**src/rtl/tty_uart_tx.sv**
```systemverilog
// 8N1 UART transmitter, LSB first, with a single-byte holding register and
// PicoBlaze-style set/clear status and interrupt flags. Baud tick is 16x, derived from clk.
module tty_uart_tx #(
  parameter int unsigned BAUD_DIV = 163
) (
  input  logic       clk,
  input  logic       reset_n,
  input  logic [7:0] din,
  input  logic       write,
  output logic       txd,
  output logic       busy,
  output logic       full,
  output logic       overrun,
  output logic       ready,
  output logic [3:0] CS,
  output logic       interrupt,
  input  logic       interrupt_ack,
  output logic       txready_status,
  input  logic       reset_txready_status
);

  typedef enum logic [3:0] {
    S_IDLE  = 4'd0,
    S_START = 4'd1,
    S_BIT0  = 4'd2,
    S_BIT1  = 4'd3,
    S_BIT2  = 4'd4,
    S_BIT3  = 4'd5,
    S_BIT4  = 4'd6,
    S_BIT5  = 4'd7,
    S_BIT6  = 4'd8,
    S_BIT7  = 4'd9,
    S_STOP  = 4'd10
  } state_e;

  localparam logic [7:0] BaudLast = 8'(BAUD_DIV - 1);

  state_e     state_q, state_d;
  logic [7:0] baud_q, baud_d;
  logic [3:0] tick_q, tick_d;
  logic [7:0] shift_q, shift_d;
  logic [7:0] hold_q, hold_d;
  logic       full_q, full_d;
  logic       overrun_q, overrun_d;
  logic       ready_q, ready_d;
  logic       txd_q, txd_d;
  logic       irq_q, irq_d;
  logic       txrdy_q, txrdy_d;
  logic       bclk;
  logic       bit_end;
  logic       load;
  logic       accept;
  logic       data_bit;

  assign bclk     = (baud_q == BaudLast);
  assign bit_end  = bclk && (tick_q == 4'hF);
  assign data_bit = (state_q >= S_BIT0) && (state_q <= S_BIT7);
  // A queued byte is picked up either from idle on a tick or straight out of a stop bit.
  assign load     = full_q && (((state_q == S_IDLE) && bclk) || ((state_q == S_STOP) && bit_end));
  assign accept   = write && !full_q;

  always_ff @(posedge clk or negedge reset_n) begin
    if (!reset_n) begin
      state_q <= S_IDLE;
    end else begin
      state_q <= state_d;
    end
  end

  always_comb begin
    state_d = state_q;
    case (state_q)
      S_IDLE:  if (bclk && full_q) state_d = S_START;
      S_START: if (bit_end) state_d = S_BIT0;
      S_BIT0, S_BIT1, S_BIT2, S_BIT3,
      S_BIT4, S_BIT5, S_BIT6, S_BIT7:
               if (bit_end) state_d = state_e'(state_q + 4'd1);
      S_STOP:  if (bit_end) state_d = full_q ? S_START : S_IDLE;
      default: state_d = S_IDLE;
    endcase
  end

  always_comb begin
    txd_d   = 1'b1;
    busy    = (state_q != S_IDLE);
    ready_d = (state_q == S_STOP) && bit_end;
    case (state_q)
      S_START: txd_d = 1'b0;
      S_BIT0, S_BIT1, S_BIT2, S_BIT3,
      S_BIT4, S_BIT5, S_BIT6, S_BIT7:
               txd_d = shift_q[0];
      default: txd_d = 1'b1;
    endcase
  end

  always_comb begin
    baud_d = bclk ? 8'd0 : baud_q + 8'd1;

    tick_d = tick_q;
    if (state_q == S_IDLE) begin
      tick_d = 4'd0;
    end else if (bclk) begin
      tick_d = tick_q + 4'd1;
    end

    shift_d = shift_q;
    if (load) begin
      shift_d = hold_q;
    end else if (bit_end && data_bit) begin
      shift_d = {1'b0, shift_q[7:1]};
    end

    hold_d    = accept ? din : hold_q;
    full_d    = accept ? 1'b1 : (load ? 1'b0 : full_q);
    overrun_d = write && full_q;

    // Clear has priority over a coincident ready.
    irq_d   = interrupt_ack ? 1'b0 : (ready_q ? 1'b1 : irq_q);
    txrdy_d = reset_txready_status ? 1'b0 : (ready_q ? 1'b1 : txrdy_q);
  end

  always_ff @(posedge clk or negedge reset_n) begin
    if (!reset_n) begin
      baud_q    <= 8'd0;
      tick_q    <= 4'd0;
      shift_q   <= 8'd0;
      hold_q    <= 8'd0;
      full_q    <= 1'b0;
      overrun_q <= 1'b0;
      ready_q   <= 1'b0;
      txd_q     <= 1'b1;
      irq_q     <= 1'b0;
      txrdy_q   <= 1'b0;
    end else begin
      baud_q    <= baud_d;
      tick_q    <= tick_d;
      shift_q   <= shift_d;
      hold_q    <= hold_d;
      full_q    <= full_d;
      overrun_q <= overrun_d;
      ready_q   <= ready_d;
      txd_q     <= txd_d;
      irq_q     <= irq_d;
      txrdy_q   <= txrdy_d;
    end
  end

  assign txd            = txd_q;
  assign full           = full_q;
  assign overrun        = overrun_q;
  assign ready          = ready_q;
  assign CS             = state_q;
  assign interrupt      = irq_q;
  assign txready_status = txrdy_q;

endmodule
```
**config.mk**
```make
export PLATFORM = sky130hd
export DESIGN_NAME = tty_uart_tx
export DESIGN_NICKNAME = d
export VERILOG_FILES = /design/src/rtl/tty_uart_tx.sv
export SDC_FILE = /design/constraint.sdc
export NUM_CORES = 1
export LEC_CHECK = 0
export BUFFER_PORTS_ARGS = -buffer_cell sky130_fd_sc_hd__buf_2
export CORE_ASPECT_RATIO = 0.9
export CORE_UTILIZATION = 57
export CTS_BUF_LIST = sky130_fd_sc_hd__clkbuf_8 sky130_fd_sc_hd__clkbuf_16
export DETAILED_ROUTE_END_ITERATION = 10
export GPL_TIMING_DRIVEN = 0
export PLACE_DENSITY_LB_ADDON = 0.08
export SLEW_MARGIN = 20
export SYNTH_ARGS = -nofsm -noshare
export SYNTH_HDL_FRONTEND = slang
export SYNTH_SLANG_ARGS = --single-unit
export TNS_END_PERCENT = 10
```
**constraint.sdc**
```tcl
create_clock -name clk -period 2.23 [get_ports clk]
set_input_delay 0.1115 -clock clk [delete_from_list [all_inputs] [get_ports clk]]
set_output_delay 0.1115 -clock clk [all_outputs]
set_load 0.01 [all_outputs]
```
# After elaboration in Yosys (flattened, before gate mapping)
# Cells that the tools add are included.
# W data, S select, Z words.
[word_totals]
wordCells = 69
output_inout_bits = 11
input_bits = 13
reg_bits = 38
[classes]
n_mux = 17
n_reduce_logical = 20
n_eq_ne = 16
magnitude_cmp = 2
addsub = 3
[op_table]
columns = ["op", "count"]
rows = [
  ["$mux W4", 6],
  ["$mux W8", 3],
  ["$eq A4 B3 Y1 const B", 4],
  ["$eq A4 B4 Y1 const B", 4],
  ["$pmux W4 S4", 1],
  ["$reduce_bool A2 Y1", 5],
  ["$logic_and A1 B1 Y1", 9],
  ["$add A4 B1 Y4 const B", 2],
  ["$add A8 B1 Y8 const B", 1],
  ["$eq A4 B2 Y1 const B", 2],
  ["$eq A8 B8 Y1 const B", 1],
  ["$ne A2 B2 Y1 const B", 4],
  ["$reduce_or A8 Y1", 1],
  ["$mux W1", 6],
  ["$eq A4 B1 Y1 const B", 1],
  ["$ge A4 B2 Y1 const B", 1],
  ["$le A4 B4 Y1 const B", 1],
  ["$logic_not A4 Y1", 1],
  ["$reduce_and A4 Y1", 1],
  ["$reduce_bool A4 Y1", 1],
  ["$pmux W1 S2", 1],
  ["$logic_not A1 Y1", 1],
  ["$logic_or A1 B1 Y1", 1],
]

# Depth between registers and ports, before layout
# Gate-level depths: netlist of run 1.
[logic_depth]
ltp_word = 7
mapped_depth = 7
ltp_nobuf = 7

# Worst setup path after synthesis of run 1
# Ideal clock, no wire load.
[synth_timing]
path_kind = "register to register"
start = "reg state_q[1] (netlist: CS[1])"
end = "reg txd_q (netlist: txd)"
path_slack_ps = 281
t_required_ps = 2145
setup_ps = 85
arrival_time_ps = 1864
stages_incl_launch_ff = 7
path_cell_list = "dfrtp_1 inv_1 ha_1 or2_1 a211o_1 o21ai_2 mux2_1"
[synth_via]
elab_chain_len = 3
word_cells_on_any_way = 11
classes_between = "eq/ne: 9; mux: 1; reduce/logical: 1"
[synth_rtl]
columns = ["item", "line", "rtl"]
rows = [
  ["from (decl)", "38", "state_e state_q, state_d;"],
  ["from (signal assigned)", "66", "state_q <= state_d;"],
  ["$eq A4 B2 Y1 (tied with other cells)", "87", "case (state_q)"],
  ["$reduce_or A8 Y1", "87", ""],
  ["$pmux W1 S2 *", "87", ""],
  ["named net txd_d", "46", "logic txd_q, txd_d;"],
  ["to (signal assigned)", "142", "txd_q <= txd_d;"],
  ["to (decl)", "46", ""],
]
# Mark *: on every way through the listed nets, which the timed path passes. The rest lies on a longest branch.
# A chain may end at the register's enable or synchronous reset.

# Final worst setup path of run 1
[layout_timing]
start = "reg state_q[0] (netlist: CS[0])"
end = "reg state_q[0] (netlist: CS[0])"
[layout_via]
elab_chain_len = 4
word_cells_on_any_way = 20
classes_between = "add/sub: 1; eq/ne: 14; mux: 2; reduce/logical: 3"
[layout_rtl]
columns = ["item"]
rows = [
  ["parallel branches: the longest is 4 deep, another holds $add A4 B1 Y4"],
]
# Several ways; the timed one is not identified. The select of a mux whose other input is x is not followed.

==> results by stage, run 1 <==
Outcome:
- The run finished with clean final reports.

Timing:
- Setup repair after global routing left no endpoint under its margin.
- The achievable clock frequency is 0.4734 GHz.
- The count of endpoints failing setup in the final report is 0.
- The worst slew margin relative to its limit is 46.47%.
- The shortest period the worst path allows is approximately 2100 ps.
- The part of the cycle the worst path needs is a little over nine tenths.
- The final hold violation count was 0.
- For the pin with the worst max-slew slack, the measured transition is between 800 and 900 ps.
- The final number of max-transition violations came to 0.
- After routing, the total negative slack on setup checks comes to 0 ps.
- The worst-case clock skew is about 5.2 ps.

Synthesis:
- The gate count of the mapped netlist is roughly 180.
- After synthesis, the share of flip-flops with an asynchronous set or reset is between 90% and 100%.
- Yosys mapped the design onto 48 distinct sky130hd cell types.
- The average instance area after synthesis is 10.72 sq um.
- In this run the biggest area consumer among cell types represents 47.19% of the synthesized area.
- The multiplexer area fraction after synthesis is 5.102%.
- Summing the areas of all fa, ha and maj instances in the mapped netlist gives 5.102% of the synthesized area.
- The total nets after synthesis is 204.
- Among all flip-flop cells after synthesis, the most frequent one is sky130_fd_sc_hd__dfrtp_1.
- The Yosys warning count is 0.
- The largest total area in the synthesized netlist belongs to sky130_fd_sc_hd__dfrtp_1.
- The netlist area before placement is 1962 sq um.
- The register bit count reported by yosys is 38.
- The xor/xnor cell area share of the yosys netlist is around 4%.
- The number of enable flip-flop cells after synthesis is 0.
- Yosys attributes the largest share of cell area to sky130_fd_sc_hd__dfrtp_1, sky130_fd_sc_hd__ha_1, sky130_fd_sc_hd__nand3_1.
- After synthesis, flip-flops and latches occupy 48.53% of the total area.
- The combinational family with the most area after synthesis is simple AND/OR/NAND/NOR gates.
- The synthesized-area fraction occupied by and/or/nand/nor cells is 19.58%.
- Summing the areas of all compound-gate instances in the mapped netlist gives between 10 and 15% of the synthesized area.

Route:
- The number of detailed-route iterations in the first pass is 4.
- Dividing the detail-routed wire length by the instance count gives ~15 microns.
- The detail route stage leaves a number of antenna-violating nets equal to 0.
- After detailed routing, the number of remaining DRC violations is 0.
- The vias after detailed routing is roughly 1500.
- After detailed routing, the number of vias per cell comes to 5.900.
- The detailed-route wire length is 3938 microns.
- The count of routing violations after the opening detailed-route iteration is around 120.

Floorplanning:
- The count of pins on the block boundary is 24.
- From left edge to right edge, the die measures 63.84 microns.
- The full die area is ~3700 sq um.
- The floorplan step set the die height to approximately 58 microns.
- The initial utilization of the core area, before any placement, comes to between 60 and 70%.
- The standard cell core area is around 3200 sq um.
- The number of rows created at floorplan is 19.

Pwr:
- VDD sags by at most between 0.4 and 0.5 mV.
- The total power per unit cell area is roughly 550 nW/um^2.
- For this design the static power due to leakage is between 1 and 1.5 nW.

Finish:
- The filler cells instantiated in the layout total 244.
- The fraction of layout cells with a size suffix above 1 is 25.11%.
- The library cell used most frequently in the layout, excluding fill and tap cells, is sky130_fd_sc_hd__dfrtp_1.
- The final core utilization is 72.02%.
- Relative to the synthesized area, the layout overhead comes to 16.07%.
- The diode insertion count for antenna repair is 0.
- The final net count is around 240.
- The top cell types in the final layout, fill and taps aside, are sky130_fd_sc_hd__dfrtp_1, sky130_fd_sc_hd__buf_2, sky130_fd_sc_hd__nand3_1.

Critical path:
- The worst-path maximum fanout is 7.
- The worst reg-to-reg path cell count is 7.
- At the worst endpoint, the required time is between 2000 and 2500 ps.
- The endpoint of the most critical register-to-register path is CS[0].
- Traced cell by cell, the critical path runs through inv_1 -> ha_1 -> buf_2 -> nor4b_1 -> a221oi_2 -> a22o_1 -> a221oi_2.
- The critical path is of the reg2reg type.
- The launching element type of the critical path is a flip-flop.
- The end point of the critical path is CS[0].
- The most numerous cell type found on the critical path is sky130_fd_sc_hd__a221oi_2.
- The start point of the critical path is CS[0].
- The startpoint of the worst-slack reg-to-reg timing path is CS[0].
- The reg2reg setup slack is 120 ps.
- STA classifies the critical path endpoint as a flip-flop.
- For this design, the slowest cell found on the critical path is sky130_fd_sc_hd__dfrtp_1.
- The endpoint arrival time on the critical path is roughly 2300 ps.
- The largest single stage delay on the critical path is between 400 and 500 ps.

Global routing:
- The number of global-route vias before repair is between 1000 and 1500.
- For this run, global-route usage on met3 was measured as under 10%.
- The all-layer global routing usage is between 20% and 30%.
- The pin count of the biggest net entering global routing is 39.
- The number of antenna violations at the first check in global routing was 0.
- The layer flagged by global routing as most heavily used is met2.
- The remaining global-route overflow is 0.
- In the global route stage, met1 resource usage came out at about a third.
- Global routing used about two fifths of the available met2 tracks.
- The first global-routing pass estimated ~6700 microns of wire.

Clock network:
- Counting the buffers created by CTS gives 5.
- TritonCTS built the clock tree.
- The clock latency on the worst-skew pair is 290 ps.
- The H-tree was split into 2 levels.
- The TritonCTS sink count is 38.
- The buffer depth of the longest clock path is 2.
- The clock transition at the registers of the reported paths is 80 ps.
- The tree is rooted in a sky130_fd_sc_hd__clkbuf_8.

Hold path:
- In this run the worst hold path is classified as in2reg.

Placed design:
- The HPWL after detailed placement is 2703 microns.
- The number of buffer cells added on primary ports is 23.
- The congestion estimate from routability-driven global placement came to 0.8720.

Flow run:
- The tool flagged a number of max-cap violations equal to 0.
[stage by stage]
| stage | cells | worst slack (ps) | area (sq um) | total power, mW | hold WS (ps) |
|---|---|---|---|---|---|
| after floorplan | 183 | 281.5 | 1962 | 0.7467 | -184.1 |
| after global placement | 248 | 145.4 | 2130 | 0.7734 | 248.8 |
| after detailed placement | 248 | 111.4 | 2130 | 0.7756 | 257.3 |
| after CTS | 259 | 100.9 | 2255 | 1.267 | 22.28 |
| after global routing | 261 | 0.9532 | 2277 | 1.303 | 22.03 |
| final | 261 | 117.4 | 2277 | 1.255 | 26.31 |
[registers in the layout (all words and copies together) (netlist names), 4 cells and up]
name and cells:
tick_q 4, baud_q 8, shift_q 8, hold_q 8, CS 4
[final cells by class]
cell class	count	area, sq um	area share [%]
timing repair buffer	28	160.2	7.033
multi-input combinational	131	952.2	41.81
clock buffer	6	82.58	3.626
buffer	8	42.54	1.868
tap	42	52.55	2.308
clock inverter	2	12.51	0.5495
inverter	6	22.52	0.9890
sequential	38	952.2	41.81
[power by group]
part | total, mW | switching [mW] | internal [mW] | leakage, nW
clock network | 0.490 | 0.242 | 0.248 | 0.0472
registers | 0.718 | 0.00967 | 0.709 | 0.490
logic | 0.0466 | 0.0219 | 0.0247 | 0.505
[layer usage]
metal | vias up | wire length [microns]
li1 | 728 | -
met1 | 751 | 1785
met2 | 54 | 1898
met3 | 7 | 201
met4 | 0 | 53
met5 | - | 0
[worst max-delay path, delay by kind of cell (launching register included)]
family | cells | cell delay [ps]
compound gates | 3 | 660
fa+ha+maj | 1 | 220
buf+inv | 2 | 310
flops | 1 | 440
simple gates | 1 | 380
[cell families after synthesis]
family / count (synthesis)
compound gates: 38
buf+inv: 14
xor+xnor: 9
fa+ha+maj: 8
simple gates: 67
mux: 9
flops: 38
[what timing repair did]
item,in CTS,in global routing
endpoints found under the setup margin,0,10
hold buffers,3,0
hold endpoints to repair,39,0
buffers inserted,0,2
gates resized for setup,0,1
[worst min path at each step]
stage	startpoint	endpoint	slack [ps]	depth (start not counted)
after global routing	din[7]	hold_q[7]	20	3
after detailed placement	reset_n	CS[2]	260	1
final	din[7]	hold_q[7]	30	3
after floorplan	reset_n	CS[0]	-180	0
after global placement	reset_n	interrupt	250	1
after CTS	din[7]	hold_q[7]	20	3
[synthesized netlist by cell type (all sizes together) (3+ instances only)]
master / number
mux2: 8
nor3: 10
nand2: 3
xor2: 4
buf: 5
clkbuf: 3
nand4b: 3
dfrtp: 37
nand3: 18
a21oi: 3
ha: 8
inv: 6
nor2: 16
o21ai: 13
and3: 6
xnor2: 5
a31oi: 8
(Power assumes the default switching activity.)
==> run 2: changes to the inputs <==
BUFFER_PORTS_ARGS = -buffer_cell sky130_fd_sc_hd__buf_4   (was -buffer_cell sky130_fd_sc_hd__buf_2)
==> results by stage, run 2 (synthesis results as in run 1) <==
Outcome:
- The flow ran to the end, and the final reports show no timing, DRC or antenna violations.

Timing:
- The final hold violation count is 0 (unchanged).
- The sum of negative setup slack was 0 ps (unchanged).
- The part of the cycle the worst path needs was 92.83% (-1.9 points).
- The count of endpoints failing setup in the final report is 0 (unchanged).
- The worst slew margin relative to its limit is 66.48% (+20 points).
- The shortest period the worst path allows is 2070 ps (-42.49 ps).
- The final number of max-transition violations is 0 (unchanged).
- Setup repair after global routing left no endpoint under its margin.
- The worst-case clock skew is 7.565 ps (+2.398 ps).
- The worst-margin pin slew is 502.8 ps (-300.2 ps).
- The achievable clock frequency is 0.4831 GHz (+2.1%).

Pwr:
- The leakage component of the power is 1.076 nW (+3.3%).
- The post-layout total power is 1.482 mW (+18%).
- The total power per unit cell area came to 622.7 nW/um^2 (+13%).
- The worst ir drop on vdd was 0.7373 mV (+56%).

Hold path:
- The worst hold path depth is 3 (unchanged).
- The tightest min-delay check is of the in2reg type.
- The beginning of the worst hold path is din[7].
- The end of the worst hold path is hold_q[7].

Global routing:
- The wire length of the first global-routing pass is 6996 microns (+4.0%).
- The number of antenna violations at the first check in global routing is 0 (unchanged).
- The remaining global-route overflow is 0 (unchanged).
- The all-layer global routing usage is 25.58% (+1.1 points).
- The number of global-route vias before repair was 1450 (-0.55%).
- The pin count of the biggest net entering global routing is 39 (unchanged).

Critical path:
- The endpoint arrival time on the critical path came to 1960 ps (-360 ps).
- The reg2reg setup slack came to 170 ps (+50 ps).
- The required arrival time at the worst endpoint is 2120 ps (-310 ps).
- The largest incremental delay on the critical path is 450 ps (about the same).
- The startpoint of the worst-slack reg-to-reg timing path is CS[0].
- The worst setup path is launched from a flip-flop.
- The category of the most critical setup path is reg2out.
- The worst reg-to-reg path cell count is 7 (unchanged).
- The type of destination of the critical path is a primary output.
- The worst-path maximum fanout was 6 (-1).
- The slowest library cell on the worst path is sky130_fd_sc_hd__dfrtp_2.
- The cell family contributing the most delay on the critical path is buffers and inverters.
- The endpoint of the most critical register-to-register path is shift_q[3].
- The worst path buffer plus inverter count is 4 (+2).
- The signal on the critical path passes through inv_1 -> ha_1 -> nor3b_4 -> buf_4 -> inv_1 -> buf_4.

Flow run:
- The number of max-cap violations is 0 (unchanged).

Finish:
- The area growth from synthesis to layout is 21.30%.
- The top cell types in the final layout, fill and taps aside, are sky130_fd_sc_hd__dfrtp_1, sky130_fd_sc_hd__buf_4, sky130_fd_sc_hd__nand3_1.
- The fraction of layout cells with a size suffix above 1 was 26.36% (+1.2 points).
- In the final layout, the registers with the most flip-flops are baud_q (8), hold_q (8), shift_q (8).
- The diode insertion count for antenna repair is 0 (unchanged).
- The final net count was 240 (+0.42%).
- The most common cell after layout, fill and taps aside is sky130_fd_sc_hd__dfrtp_1.

Clock network:
- TritonCTS built the clock tree.
- CTS placed an instance of sky130_fd_sc_hd__clkbuf_8 at the clock tree root.
- The number of clock buffers inserted by TritonCTS is 5 (unchanged).
- The clock latency on the worst-skew pair is 300 ps (about the same).
- The TritonCTS sink count is 38 (unchanged).
- The buffer depth of the longest clock path is 2 (unchanged).
- The number of levels the H-tree was split into is 2 (unchanged).
- The clock transition at the registers of the reported paths is 80 ps (about the same).

Floorplanning:
- The count of pins on the block boundary is 24 (unchanged).
- The standard cell core area is 3162 sq um (unchanged).
- The effective utilization at floorplan was 62.05% (unchanged).
- The full die area is 3681 sq um (unchanged).
- The number of rows created at floorplan is 19 (unchanged).
- The die height was 57.66 microns (unchanged).
- The overall die width is 63.84 microns (unchanged).

Placed design:
- The number of buffer cells added on primary ports was 23 (unchanged).
- The final RePlAce weighted congestion was 0.8909 (+2.2%).
- The post-detailed-placement half-perimeter wirelength is 2803 microns (+3.7%).

Route:
- The routed length per instance was 15.58 microns (+3.2%).
- The DRC violation count after routing is 0 (unchanged).
- The count of routing violations after the opening detailed-route iteration is 124 (+7.8%).
- The detailed-route wire length is 4081 microns (+3.6%).
- The via count normalized by instance count is 5.958 (+0.98%).
- The number of detailed-route iterations in the first pass was 4 (unchanged).
- The vias after detailed routing is 1561 (+1.4%).
- The number of nets still failing antenna checks after routing came to 0 (unchanged).
## run 2: cell types whose count changed in the layout (fill, tap and decap cells not counted)
cell / before / now
sky130_fd_sc_hd__buf_4: 2 / 26
sky130_fd_sc_hd__o21ai_2: 0 / 1
sky130_fd_sc_hd__dfrtp_1: 37 / 35
sky130_fd_sc_hd__bufinv_16: 0 / 2
sky130_fd_sc_hd__dfrtp_2: 0 / 2
sky130_fd_sc_hd__clkinv_2: 1 / 0
sky130_fd_sc_hd__buf_2: 27 / 4
sky130_fd_sc_hd__clkinv_4: 0 / 1
sky130_fd_sc_hd__o21ai_4: 1 / 0
sky130_fd_sc_hd__clkinvlp_4: 1 / 0
sky130_fd_sc_hd__clkbuf_8: 6 / 5
## run 2: how the worst max path moves through the flow
stage | from | slack, ps | cells after the start | endpoint
final | CS[0] | 160 | 6 | busy
after global routing | CS[0] | 40 | 7 | shift_q[4]
after CTS | CS[0] | 60 | 7 | shift_q[3]
after detailed placement | CS[0] | 100 | 7 | shift_q[3]
after global placement | CS[0] | 110 | 6 | txd
after floorplan | CS[1] | 280 | 6 | txd
## run 2: per-layer routing
metal | part of all wire [%] | track usage [%] | vias to the layer above | wire length (microns)
met5 | 0 | 0 | - | 0
met4 | 0.98 | 6.818 | 0 | 40
met3 | 5.5 | 7.677 | 7 | 223
met2 | 48 | 39.97 | 51 | 1949
met1 | 46 | 35.14 | 767 | 1867
li1 | - | - | 736 | -
## run 2: repair_timing
item / 4_1_cts / 5_1_grt
resized for setup: 0 / 2
hold buffers: 3 / 0
setup buffers: 0 / 3
setup endpoints to repair: 0 / 10
hold endpoints to repair: 39 / 0
## run 2: layout make-up
type / instances / area (sq um)
buffer: 8 / 42.54
sequential: 38 / 954.7
multi-input combinational: 131 / 944.7
clock inverter: 3 / 68.82
fill: 221 / 782.0
tap: 42 / 52.55
inverter: 6 / 22.52
clock buffer: 5 / 68.82
timing repair buffer: 29 / 225.2
## run 2: through the flow
step           cells  hold slack, ps  util (%)  worst slack, ps  cell area (sq um)
6_report         262           29.93     75.27            159.9               2380
5_1_grt          262           32.11     75.27            36.98               2380
4_1_cts          259           23.94     74.48            63.28               2355
3_5_place_dp     248           108.6     69.17            101.8               2187
3_3_place_gp     248           100.9     69.17            108.7               2187
2_1_floorplan    183          -184.1         -            281.5               1962
## run 2: tightest hold or removal path, stage by stage
cell and delay (ps):
sky130_fd_sc_hd__buf_4 70, sky130_fd_sc_hd__nand2_1 30, sky130_fd_sc_hd__o21ai_0 70
## run 2: power breakdown
| part | total [mW] | internal [mW] | switching, mW |
|---|---|---|---|
| registers | 0.718 | 0.708 | 0.0101 |
| logic | 0.0549 | 0.0311 | 0.0238 |
| clock network | 0.709 | 0.448 | 0.260 |
| total | 1.48 | 1.19 | 0.294 |
